File: config.mk
export PLATFORM = sky130hd
export DESIGN_NAME = cal_edge_delay_ctrl
export DESIGN_NICKNAME = d
export VERILOG_FILES = /design/src/rtl/cal_edge_delay_ctrl.sv
export SDC_FILE = /design/constraint.sdc
export NUM_CORES = 1
export LEC_CHECK = 0
export CAP_MARGIN = 20
export CORE_ASPECT_RATIO = 0.75
export CORE_MARGIN = 2
export CORE_UTILIZATION = 45
export DETAILED_ROUTE_END_ITERATION = 8
export HOLD_SLACK_MARGIN = 0.03
export PLACE_DENSITY = 0.74
export REMOVE_ABC_BUFFERS = 1
export SYNTH_ARGS = -nofsm -noshare
export SYNTH_HDL_FRONTEND = slang
export SYNTH_SLANG_ARGS = --single-unit
File: constraint.sdc
create_clock -name CLK -period 1.6 [get_ports CLK]
set_input_delay 0.32 -clock CLK [delete_from_list [all_inputs] [get_ports CLK]]
set_output_delay 0.32 -clock CLK [all_outputs]
set_load 0.005 [all_outputs]
File: src/rtl/cal_edge_delay_ctrl.sv
// Coarse/fine edge-delay controller for the calibration-injection delay chain.
// A trigger after arm waits coarse+1 cycles, then drives a PULSE_LEN-cycle edge with a frozen tap select.
module cal_edge_delay_ctrl #(
  parameter int COARSE_W  = 8,
  parameter int TAP_W     = 4,
  parameter int PULSE_LEN = 4,
  parameter int MISS_W    = 8
) (
  input  logic                CLK,
  input  logic                RST_B,
  input  logic                cfg_valid,
  output logic                cfg_ready,
  input  logic [COARSE_W-1:0] cfg_coarse,
  input  logic [TAP_W-1:0]    cfg_fine,
  input  logic                arm,
  input  logic                abort,
  input  logic                trig,
  output logic [TAP_W-1:0]    tap_sel,
  output logic                edge_out,
  output logic                busy,
  output logic                done,
  output logic [MISS_W-1:0]   miss_cnt,
  output logic [2:0]          state_dbg
);

  // Handshake: a setting transfers on a rising CLK edge where cfg_valid and cfg_ready
  // are both high and abort is low; cfg_ready is high only in IDLE and cfg_valid is
  // ignored (not queued) elsewhere.

  localparam int PCNT_W = (PULSE_LEN > 1) ? $clog2(PULSE_LEN) : 1;
  localparam logic [PCNT_W-1:0] PULSE_LAST = PCNT_W'(PULSE_LEN - 1);

  typedef enum logic [2:0] {
    S_IDLE  = 3'd0,
    S_ARMED = 3'd1,
    S_COUNT = 3'd2,
    S_FIRE  = 3'd3,
    S_DONE  = 3'd4
  } state_t;

  state_t              state;
  state_t              next_state;
  logic [COARSE_W-1:0] coarse_q;
  logic [COARSE_W-1:0] counter;
  logic [PCNT_W-1:0]   pulse_cnt;
  logic                cfg_xfer;
  logic                miss_inc;

  assign state_dbg = state;

  always_comb begin
    next_state = state;
    cfg_xfer   = 1'b0;
    miss_inc   = trig && (state != S_ARMED);
    if (abort) begin
      next_state = S_IDLE;
    end else begin
      case (state)
        S_IDLE: begin
          cfg_xfer = cfg_valid;
          if (arm) next_state = S_ARMED;
        end
        S_ARMED: begin
          if (trig) next_state = (coarse_q == '0) ? S_FIRE : S_COUNT;
        end
        S_COUNT: begin
          if (counter == COARSE_W'(1)) next_state = S_FIRE;
        end
        S_FIRE: begin
          if (pulse_cnt == '0) next_state = S_DONE;
        end
        S_DONE:  next_state = S_IDLE;
        default: next_state = S_IDLE;
      endcase
    end
  end

  always_ff @(posedge CLK or negedge RST_B) begin
    if (!RST_B) begin
      state <= S_IDLE;
    end else begin
      state <= next_state;
    end
  end

  // Output flops decode the next state so every output is registered.
  always_ff @(posedge CLK or negedge RST_B) begin
    if (!RST_B) begin
      cfg_ready <= 1'b1;
      busy      <= 1'b0;
      edge_out  <= 1'b0;
      done      <= 1'b0;
    end else begin
      cfg_ready <= (next_state == S_IDLE);
      busy      <= (next_state != S_IDLE);
      edge_out  <= (next_state == S_FIRE);
      done      <= (next_state == S_DONE);
    end
  end

  always_ff @(posedge CLK or negedge RST_B) begin
    if (!RST_B) begin
      coarse_q <= '0;
      tap_sel  <= '0;
    end else if (cfg_xfer) begin
      coarse_q <= cfg_coarse;
      tap_sel  <= cfg_fine;
    end
  end

  always_ff @(posedge CLK or negedge RST_B) begin
    if (!RST_B) begin
      counter <= '0;
    end else if (abort) begin
      counter <= '0;
    end else if (state == S_ARMED && trig && coarse_q != '0) begin
      counter <= coarse_q;
    end else if (state == S_COUNT) begin
      counter <= counter - COARSE_W'(1);
    end
  end

  // Pulse length counter loads on FIRE entry and counts down to the last high cycle.
  always_ff @(posedge CLK or negedge RST_B) begin
    if (!RST_B) begin
      pulse_cnt <= '0;
    end else if (abort) begin
      pulse_cnt <= '0;
    end else if (next_state == S_FIRE && state != S_FIRE) begin
      pulse_cnt <= PULSE_LAST;
    end else if (state == S_FIRE && pulse_cnt != '0) begin
      pulse_cnt <= pulse_cnt - PCNT_W'(1);
    end
  end

  always_ff @(posedge CLK or negedge RST_B) begin
    if (!RST_B) begin
      miss_cnt <= '0;
    end else if (miss_inc && miss_cnt != '1) begin
      miss_cnt <= miss_cnt + MISS_W'(1);
    end
  end

endmodule

; ---- Yosys cells after proc, flatten, opt, wreduce, memory -nomap -nowiden
; Cells that the tools add are included.
[word_totals]
inputBits = 18
regBits = 37
latchBits = 0
mem_count = 0
rom_bits = 0
ram_bits = 0
[op_classes]
n_reduce_logical = 15
multipliers = 0
shift = 0
n_lt_le_gt_ge = 0
addsub = 3
n_bitwise = 0
n_div = 0
n_eq_ne = 9
muxes = 15
[op_table]
columns = op, n
row1 = $mux W8, 3
row2 = $mux W3, 5
row3 = $pmux W3 S4, 1
row4 = $eq A3 B2 Y1 const B, 3
row5 = $reduce_bool A3 Y1, 3
row6 = $add A8 B1 Y8 const B, 1
row7 = $eq A8 B1 Y1 const B, 1
row8 = $logic_not A8 Y1, 1
row9 = $ne A8 B8 Y1 const B, 1
row10 = $reduce_bool A8 Y1, 1
row11 = $sub A8 B1 Y8 const B, 1
row12 = $logic_and A1 B1 Y1, 6
row13 = $logic_not A3 Y1, 2
row14 = $mux W2, 3
row15 = $eq A3 B1 Y1 const B, 1
row16 = $eq A3 B3 Y1 const B, 1
row17 = $mux W1, 3
row18 = $ne A3 B1 Y1 const B, 1
row19 = $ne A3 B2 Y1 const B, 1
row20 = $logic_not A2 Y1, 1
row21 = $reduce_bool A2 Y1, 1
row22 = $sub A2 B1 Y2 const B, 1

; ---- Logic depth before layout (Yosys ltp)
[logic_depth]
ltp_word = 9
ltp_mapped = 7
depth_no_buf = 7

; ---- Worst setup path before layout
; Ideal clock, no wire load.
[synth_path]
kind = reg-to-reg
from = reg state[2] (netlist: state_dbg[2])
to = reg coarse_q[0]
arrival_time_ns = 1.685
path_buffers = 1
slack_ns = -0.210
path_stages_with_launch = 5
path_cell_list = dfrtp_1 -> or2_2 -> nor4b_2 -> buf_2 -> mux2_2
[synth_via]
elab_chain_len = 3
[synth_lines]
columns = item, line
row1 = from (decl), 41  ; state_t state;
row2 = from (signal assigned), 82  ; state <= next_state;
row3 = $logic_not A3 Y1, 58  ; case (state)
row4 = $mux W1, 58
row5 = $mux W1, 55  ; if (abort) begin
row6 = to (signal assigned), 106  ; coarse_q <= cfg_coarse;
row7 = to (decl), 43  ; logic [COARSE_W-1:0] coarse_q;
; No other way between the ends.
; A chain may end at the register's enable or synchronous reset.

; ---- Final worst setup path
[layout_path]
from = reg state[0] (netlist: state_dbg[0])
to = reg tap_sel[2]
[layout_via]
elab_chain_len = 3
[layout_lines]
columns = item, line
row1 = $logic_not A3 Y1, 58
row2 = $mux W1, 58
row3 = $mux W1, 55
row4 = to (signal assigned), 107  ; tap_sel <= cfg_fine;
row5 = to (decl), 18  ; output logic [TAP_W-1:0] tap_sel,
; No other way between the ends.

==> flow_summary.ini <==
[pwr]
swShare_pct = 29.8
p_int_mw = 2.17
vdd_ir_drop_max_v = 0.000859
p_comb_share_pct = 35.6
p_sw_mw = 0.923
power_frac_seq_pct = 42.6
clkPwrFrac_pct = 21.9
power_density_mw_per_mm2 = 1170
leakage_nw = 1.17

[drt]
first_pass_iters = 4
viasPerCell = 5.16
vias = 1419
drt_iter0_drc = 108
drtAntennaViolNets = 0
wire_per_inst_um = 16.9
drc = 0
drt_wl_total_mm = 4.64

[timing]
fin_tns_setup_ps = -364
fin_crit_sh_pct = 103
finalHoldViolCount = 0
slew_viol_final = 0
max_freq_mhz = 607
setup_viol = 16
max_slew_margin_pct = 75.1
rsz0062_at_grt = yes
worst_pin_slew_ps = 373
min_period_ps = 1650
setup_slack_ps = -46.2
clock_skew_ps = 10.8
whs_ps = 399

[clock_network]
cts_buffer_depth = 2
clock-sinks = 37
cts_tree = done
clk_pin_slew_worst_paths_ps = 80
root_buffer = clkbuf_8
clk-insertion-delay-late_ps = 290
numCtsBuffers = 5
h-tree-depth = 2

[cells_and_area]
stdcell_count = 275
fillers = 258
drive_gt1_share_pct = 31.8
layout.nets = 244
area_delta_synth_final_pct = 51.8
diodes = 0
final_area_mm2 = 0.00265

[synth]
yosysTopAreaCell = dfrtp_1
synthCells = 149
synth_area_mm2 = 0.00175
synth.ff_latch_count = 37
synthDistinctLibCells = 35
synthArstFlopShare_pct = 100
yosysWarnings = 0
dominantRegCellSynth = dfrtp_1
ys_top_cells_by_area = dfrtp_1 52%, mux2_2 8.4%, xnor2_1 6.0%
avgSynthCellArea_um2 = 11.7
synth_edf_count = 0
yosysSeqAreaShare_pct = 53.1
yosys.area.top_type_share_pct = 51.6

[global_route]
grt_use_total_pct = 20.7
grt_pass1_vias = 1410
antenna_found_initial = 0
grt_first_pass_wirelength_mm = 7.05
grt_max_degree = 38
grt-ovfl-total = 0

[flow_run]
cap_viol_max_count = 0

[worst_setup_path]
arrival_ps = 1820
crit_path_end_kind = flop
slowest_delay_ps = 410
crit_chain = buf_6 -> buf_6 -> nor4b_4 -> buf_6 -> mux2_4
cp_common_cell = buf_6
criticalPathCategory = reg -> reg
cp_slowest_cell = dfrtp_1
crit_fanout = 6
reg2reg_slack_ps = -50
required_ps = 1770
critPathLaunchType = flop

[placement]
place_area_mm2 = 0.00233
place_hpwl_mm = 2.96
dpl.cell_count = 254
gp_congestion = 0.889
portBuffers = 36
place_worst_setup_slack_ps = -470

[worst_hold_path]
hold_class = in -> async

[floorplan]
fp.coreArea_mm2 = 0.00368
ios = 37
rows = 19
fp.dieArea_mm2 = 0.00440
start_util_pct = 47.4
die_h_um = 58.0
dieWidth_um = 75.9

[run_status]
violations = negative setup slack
status = finished with violations
## sequential cells by signal, summed over array words and instances, names as in the netlist
signal and flops:
busy 1, cfg_ready 1, coarse_q 8, counter 8, done 1, edge_out 1, miss_cnt 8, pulse_cnt 2
state_dbg 3, tap_sel 4
## routing by layer
layer  GRT usage (%)  vias up  share of wire (%)
li1                -      667                  -
met1            28.4      700                 46
met2            33.3       43                 48
met3            5.14        9                4.4
met4            6.75        0                1.6
met5               0        -                  0
## worst max-delay path: cells and delay by family (launching register included)
kind,cells,cell delay [ps]
and+or+nand+nor,1,360
buffers and inverters,3,440
DFF,1,410
muxes,1,310
## power by group through the flow
stage	Sequential [mW]	Clock, mW	Combinational, mW
final	1.32	0.677	1.10
after global routing	1.35	0.733	1.18
after CTS	1.31	0.690	0.931
after detailed placement	1.32	0	0.879
after global placement	1.30	0	0.853
after floorplan	1.31	0	0.363
## repair_timing
action                     4_1_cts  5_1_grt
setup buffers                    3       10
resized for setup               22       22
pin swaps                        2        6
hold buffers                     0        0
setup endpoints to repair       21       32
cloned                           1        0
## final timing paths
| kind | start | endpoint | depth (start not counted) |
|---|---|---|---|
| max in group asynchronous | RST_B | cfg_ready$_DFF_PN1_ | 2 |
| min in group CLK | miss_cnt[6]$_DFFE_PN0P_ | miss_cnt[6]$_DFFE_PN0P_ | 1 |
| hold reg to reg | miss_cnt[6]$_DFFE_PN0P_ | miss_cnt[6]$_DFFE_PN0P_ | 1 |
| setup / recovery | state_dbg[0]$_DFF_PN0_ | tap_sel[2]$_DFFE_PN0P_ | 5 |
| hold / removal | RST_B | counter[3]$_DFFE_PN0P_ | 2 |
| setup reg to reg | state_dbg[0]$_DFF_PN0_ | tap_sel[2]$_DFFE_PN0P_ | 5 |
## layout by cell type (no fill, tap or decap), types with 4 or more instances in the layout
cell type / n
xnor2_1: 12
dfrtp_1: 33
buf_4: 26
clkdlybuf4s50_1: 30
inv_1: 7
clkbuf_8: 6
nand3_1: 4
dlygate4sd2_1: 4
buf_6: 5
nand2_1: 6
mux2_4: 12
nor2_1: 17
mux2i_1: 7
## stage by stage
| stage | utilization (%) | power [mW] |
|---|---|---|
| 2_1_floorplan | - | 1.67 |
| 3_3_place_gp | 63.2 | 2.16 |
| 3_5_place_dp | 63.2 | 2.20 |
| 4_1_cts | 68.0 | 2.94 |
| 5_1_grt | 72.0 | 3.26 |
| 6_report | 72.0 | 3.10 |
## cell families (layout without fill, tap and decap cells)
group | after synthesis | in the layout | share of synthesized area (%)
compound gates | 15 | 15 | 6.23
fa+ha+maj | 4 | 4 | 2.87
simple gates | 48 | 48 | 15.5
buf+inv | 11 | 85 | 2.86
flops | 37 | 37 | 53.1
xor+xnor | 14 | 14 | 7.02
mux | 20 | 20 | 12.4
## synth_stat cells, types with 2 or more instances
library cell,count
nor3b_1,2
dfrtp_1,36
nor2_1,17
o21ai_0,4
mux2i_1,7
nand3b_1,2
nand4_1,3
nand2_1,6
a21oi_1,4
nand4b_1,3
inv_1,8
xor2_1,2
ha_1,4
nor4_1,3
nand3_1,5
mux2_2,13
xnor2_1,12
## layout make-up
cell class | count | area [um^2] | area share [%]
clock buffer | 7 | 86.3 | 3.26
clock inverter | 1 | 7.51 | 0.283
inverter | 8 | 30.0 | 1.13
multi-input combinational | 101 | 880 | 33.2
sequential | 37 | 931 | 35.1
tap | 52 | 65.1 | 2.45
timing repair buffer | 69 | 652 | 24.6
No activity file was read; power rests on OpenSTA's default activity.
==> RTL change 1, RTL diff (same settings) <==
The parameter `COARSE_W` goes from 8 to 6.
--- a/src/rtl/cal_edge_delay_ctrl.sv
+++ b/src/rtl/cal_edge_delay_ctrl.sv
@@ -3,3 +3,3 @@
 module cal_edge_delay_ctrl #(
-  parameter int COARSE_W  = 8,
+  parameter int COARSE_W  = 6,
   parameter int TAP_W     = 4,
Interface: changed (resized cfg_coarse); port bits go from 37 to 35. No check against the original RTL was run, so the function may have changed too.
==> RTL change 1 against the unedited design <==
  * Final area fell by 7.4%
  * Sequential power fell by 11%
  * Total power fell by 11%
  * Critical endpoint is now cfg_ready$_DFF_PN1_
  * Final cell count fell by 10%
  * Global-route usage fell by 1.8 points
  * The run still ends with negative setup slack left
  * Area after synthesis fell by 7.9%
  * Worst setup slack got worse by 0.13 ns
  * Sequential cell count fell by 4
  * Routed wire length fell by 21%
==> RTL change 1: results (changes against the unedited design) <==
INFO  metric routed_wire_length_per_instance = 14.8 um (-12%)
INFO  metric final-nonclk-buf-share = 0.264 (+0.0181)
INFO  metric synth.ff_latch_count = 33 (-11%)
INFO  metric worstReg2RegStart = coarse_q[0]$_DFFE_PN0P_
INFO  metric wire_length_of_the_first_global_routing_pass = 5.91 mm (-16%)
INFO  metric met3_wirelength = 246 um (+20%)
INFO  metric largest_net_degree_at_the_start_of_global_routing = 34 (-11%)
INFO  metric grt.met3_usage = 0.0543 (+0.00295)
INFO  metric timing.final.ws_setup = -0.176 ns (-0.130 ns)
INFO  metric synth.yosys.seq_area_share = 0.514 (-0.0168)
INFO  metric placement.io_buffers = 34 (-5.6%)
INFO  metric critPathSlowestCell = sky130_fd_sc_hd__or4_4
INFO  metric fp.dieArea = 0.00407 mm^2 (-7.4%)
INFO  metric grt_util_met2 = 0.284 (-0.0485)
INFO  metric tightest_slew = 0.538 ns (+0.165 ns)
INFO  metric multiInputCombCellCount = 91 (-9.9%)
INFO  metric first_global_vias = 1290 (-8.5%)
INFO  metric met1Wirelength = 1.65 mm (-23%)
INFO  metric syn2layout_area_growth = 52.6%
INFO  metric finalWeightedCongestion = 0.773 (-13%)
INFO  metric met2_length = 1.72 mm (-22%)
INFO  metric drt_iter0_drc = 93 (-14%)
INFO  metric report.final.setup_viol = 13 (-3)
INFO  metric hpwl = 2.51 mm (-15%)
INFO  metric status = finished with violations
INFO  metric timing.critical_path.slowest_cell_delay = 0.57 ns (+0.16 ns)
INFO  metric multi_input_area = 822 um^2 (-6.5%)
INFO  metric combinational_power_share = 0.351 (-0.005)
INFO  metric synth.cells.most_frequent = 32 x sky130_fd_sc_hd__dfrtp_1, 15 x sky130_fd_sc_hd__nor2_1, 10 x sky130_fd_sc_hd__mux2_2, 9 x sky130_fd_sc_hd__xor2_1, 6 x sky130_fd_sc_hd__inv_1
INFO  metric switchingPower = 0.824 mW (-11%)
INFO  metric non_clock_inverter_instance_count_of_the_final_layout = 6 (-2)
INFO  metric violations = negative setup slack
INFO  metric pwr-share-seq = 0.429 (+0.003)
INFO  metric totalNegativeSetupSlack = -1.59 ns (-1.23 ns)
INFO  metric reg2reg_to = cfg_ready$_DFF_PN1_
INFO  metric dpl-instance-area = 0.00219 mm^2 (-6.0%)
INFO  metric final.fill_count = 225 (-13%)
INFO  metric nClkBuffers = 6 (-1)
INFO  metric cts_setup_buffers = 7 (+4)
INFO  metric worstPathArrival = 1.99 ns (+0.17 ns)
INFO  metric area.sequential = 830 um^2 (-11%)
INFO  metric share_of_layout_cells_above_drive_strength_1 = 0.343 (+0.0246)
INFO  metric vias_per_cell = 5.26 (+1.9%)
[RTL change 1: kinds of logic (layout without fill, tap and decap cells)]
kind of cell / Yosys count / in the layout / synth area share
and+or+nand+nor: 47 / 47 / 0.170
DFF: 33 / 33 / 0.514
AOI/OAI and AO/OA: 15 / 15 / 0.0980
muxes: 13 / 13 / 0.0894
xor gates and xnor gates: 12 / 12 / 0.0653
buffers and inverters: 11 / 83 / 0.0327
adders and majority gates: 4 / 4 / 0.0311
[RTL change 1: metrics by stage]
| stage | cells | hold slack (ns) |
|---|---|---|
| 2_1_floorplan | 130 | 0.0244 |
| 4_1_cts | 245 | 0.420 |
| 3_3_place_gp | 229 | 0.471 |
| 6_report | 247 | 0.404 |
| 5_1_grt | 247 | 0.418 |
| 3_5_place_dp | 229 | 0.479 |
[RTL change 1: worst max-delay path: cells and delay by family, from the launching register on]
family	cells	cell delay, ns
flops	1	0.39
compound gates	1	0.19
simple gates	3	1.12
==> RTL change 2, RTL diff (same flow settings) <==
Without the edit above. Register the output `miss_cnt` once more, with the module's reset; this adds one clock of latency there. The other outputs are not delayed to match.
--- a/src/rtl/cal_edge_delay_ctrl.sv
+++ b/src/rtl/cal_edge_delay_ctrl.sv
@@ -39,2 +39,4 @@
   } state_t;
+
+  logic [MISS_W-1:0] miss_cnt_s0;
 
@@ -137,5 +139,13 @@
     if (!RST_B) begin
+      miss_cnt_s0 <= '0;
+    end else if (miss_inc && miss_cnt_s0 != '1) begin
+      miss_cnt_s0 <= miss_cnt_s0 + MISS_W'(1);
+    end
+  end
+
+  always_ff @(posedge CLK or negedge RST_B) begin
+    if (!RST_B) begin
       miss_cnt <= '0;
-    end else if (miss_inc && miss_cnt != '1) begin
-      miss_cnt <= miss_cnt + MISS_W'(1);
+    end else begin
+      miss_cnt <= miss_cnt_s0;
     end
Behaviour: not the same (a bounded check fails within 4 cycles, from zero or initial values and one cycle with RST_B low).
==> RTL change 2 against the unedited design <==
  * The flow still finishes with violations (negative setup slack)
  * Total power up 5.1%
  * Final area up 8.1%
  * Area after synthesis up 15%
  * Sequential cell count up 8
  * Non-clock buffer count up 2
  * Largest power group unchanged
  * Routed wire length down 2.3%
  * Worst setup slack worse by 0.061 ns
  * Synthesized cell count up 9.4%
  * Combinational power down 5%
==> RTL change 2: results (changes against the unedited design) <==
INFO  metric report.final.setup_viol = 10 (-6)
INFO  metric timing.final.ws_setup = -0.107 ns (-0.0610 ns)
INFO  metric share_of_layout_cells_above_drive_strength_1 = 0.350 (+0.0318)
INFO  metric timing.slew.headroom = 0.739 (-0.0115)
INFO  metric drt_wl_total = 4.53 mm (-2.3%)
INFO  metric synth.yosys.seq_area_share = 0.561 (+0.0306)
INFO  metric first_global_vias = 1547 (+9.7%)
INFO  metric dpl-instance-area = 0.00265 mm^2 (+14%)
INFO  metric pre_cts_ws = -0.243 ns (+0.228 ns)
INFO  metric worstPathArrival = 1.89 ns (+0.07 ns)
INFO  metric vias_per_cell = 5.16 (about the same)
INFO  metric worstPathMaxFanout = 12 (+6)
INFO  metric grt.total_usage = 0.200 (-0.00782)
INFO  metric synth-compound-area-share = 0.0866 (+0.0243)
INFO  metric nets = 258 (+5.7%)
INFO  metric critPathSlowestCell = sky130_fd_sc_hd__or4_4
INFO  metric power_leakage = 1.28 nW (+9.7%)
INFO  metric holdCritPathClass = reg -> reg
INFO  metric hpwl = 3.19 mm (+8.0%)
INFO  metric worst_clock_skew = 0.0115 ns (+0.000680 ns)
INFO  metric drt_iter0_drc = 66 (-39%)
INFO  metric switchingPower = 0.917 mW (-0.61%)
INFO  metric violations = negative setup slack
INFO  metric cp_top_family = simple AND/OR/NAND/NOR gates
INFO  metric status = finished with violations
## RTL change 2: power by group through the flow
stage	sequential, mW	combinational (mW)	clock, mW
2_1_floorplan	1.59	0.355	0
3_3_place_gp	1.55	0.949	0
3_5_place_dp	1.58	0.979	0
4_1_cts	1.56	1.02	0.674
5_1_grt	1.59	1.14	0.740
6_report	1.55	1.04	0.663
## RTL change 2: routing by layer
metal / track usage / share of wire / vias to the layer above
li1: - / - / 721
met3: 0.0535 / 0.038 / 6
met5: 0 / 0 / -
met1: 0.247 / 0.42 / 754
met4: 0.0654 / 0.013 / 0
met2: 0.348 / 0.53 / 35
## RTL change 2: final timing paths
check / from / end / slack, ns / cells past startpoint
worst max-delay path: coarse_q[4]$_DFFE_PN0P_ / counter[4]$_DFFE_PN0P_ / -0.11 / 5
worst min-delay path: miss_cnt_s0[5]$_DFFE_PN0P_ / miss_cnt[5]$_DFF_PN0_ / 0.44 / 0
worst max register to register: coarse_q[4]$_DFFE_PN0P_ / counter[4]$_DFFE_PN0P_ / -0.11 / 5
worst min register to register: miss_cnt_s0[5]$_DFFE_PN0P_ / miss_cnt[5]$_DFF_PN0_ / 0.44 / 0
max in group asynchronous: RST_B / cfg_ready$_DFF_PN1_ / 0.79 / 3
min in group asynchronous: RST_B / pulse_cnt[1]$_DFFE_PN0P_ / 0.54 / 3
## RTL change 2: area by class of cell
| class | count | area, um^2 |
|---|---|---|
| Fill cell | 355 | 1520 |
| Sequential cell | 45 | 1130 |
| Multi-Input combinational cell | 108 | 897 |
| Timing Repair Buffer | 71 | 664 |
| Clock buffer | 6 | 72.6 |
| Tap cell | 57 | 71.3 |
| Inverter | 5 | 18.8 |
| Clock inverter | 2 | 10.0 |
## RTL change 2: kinds of logic after synthesis
group	after synthesis
and+or+nand+nor	58
DFF	45
AOI/OAI and AO/OA	18
muxes	15
xor gates and xnor gates	13
buffers and inverters	10
adders and majority gates	4
## RTL change 2: timing repair
action,4_1_cts,5_1_grt
pin swaps,1,2
cloned,0,0
hold buffers,1,0
hold endpoints to repair,44,0
setup buffers,6,0
setup endpoints to repair,18,16
gates resized for setup,16,11
## RTL change 2: stage by stage
stage                     setup TNS (ns)  power [mW]  cells
final                             -0.586        3.25    294
after global routing               -1.47        3.46    294
after CTS                         -0.776        3.25    294
after detailed placement           -3.08        2.55    279
after global placement             -1.78        2.50    279
after floorplan                   -0.841        1.94    158
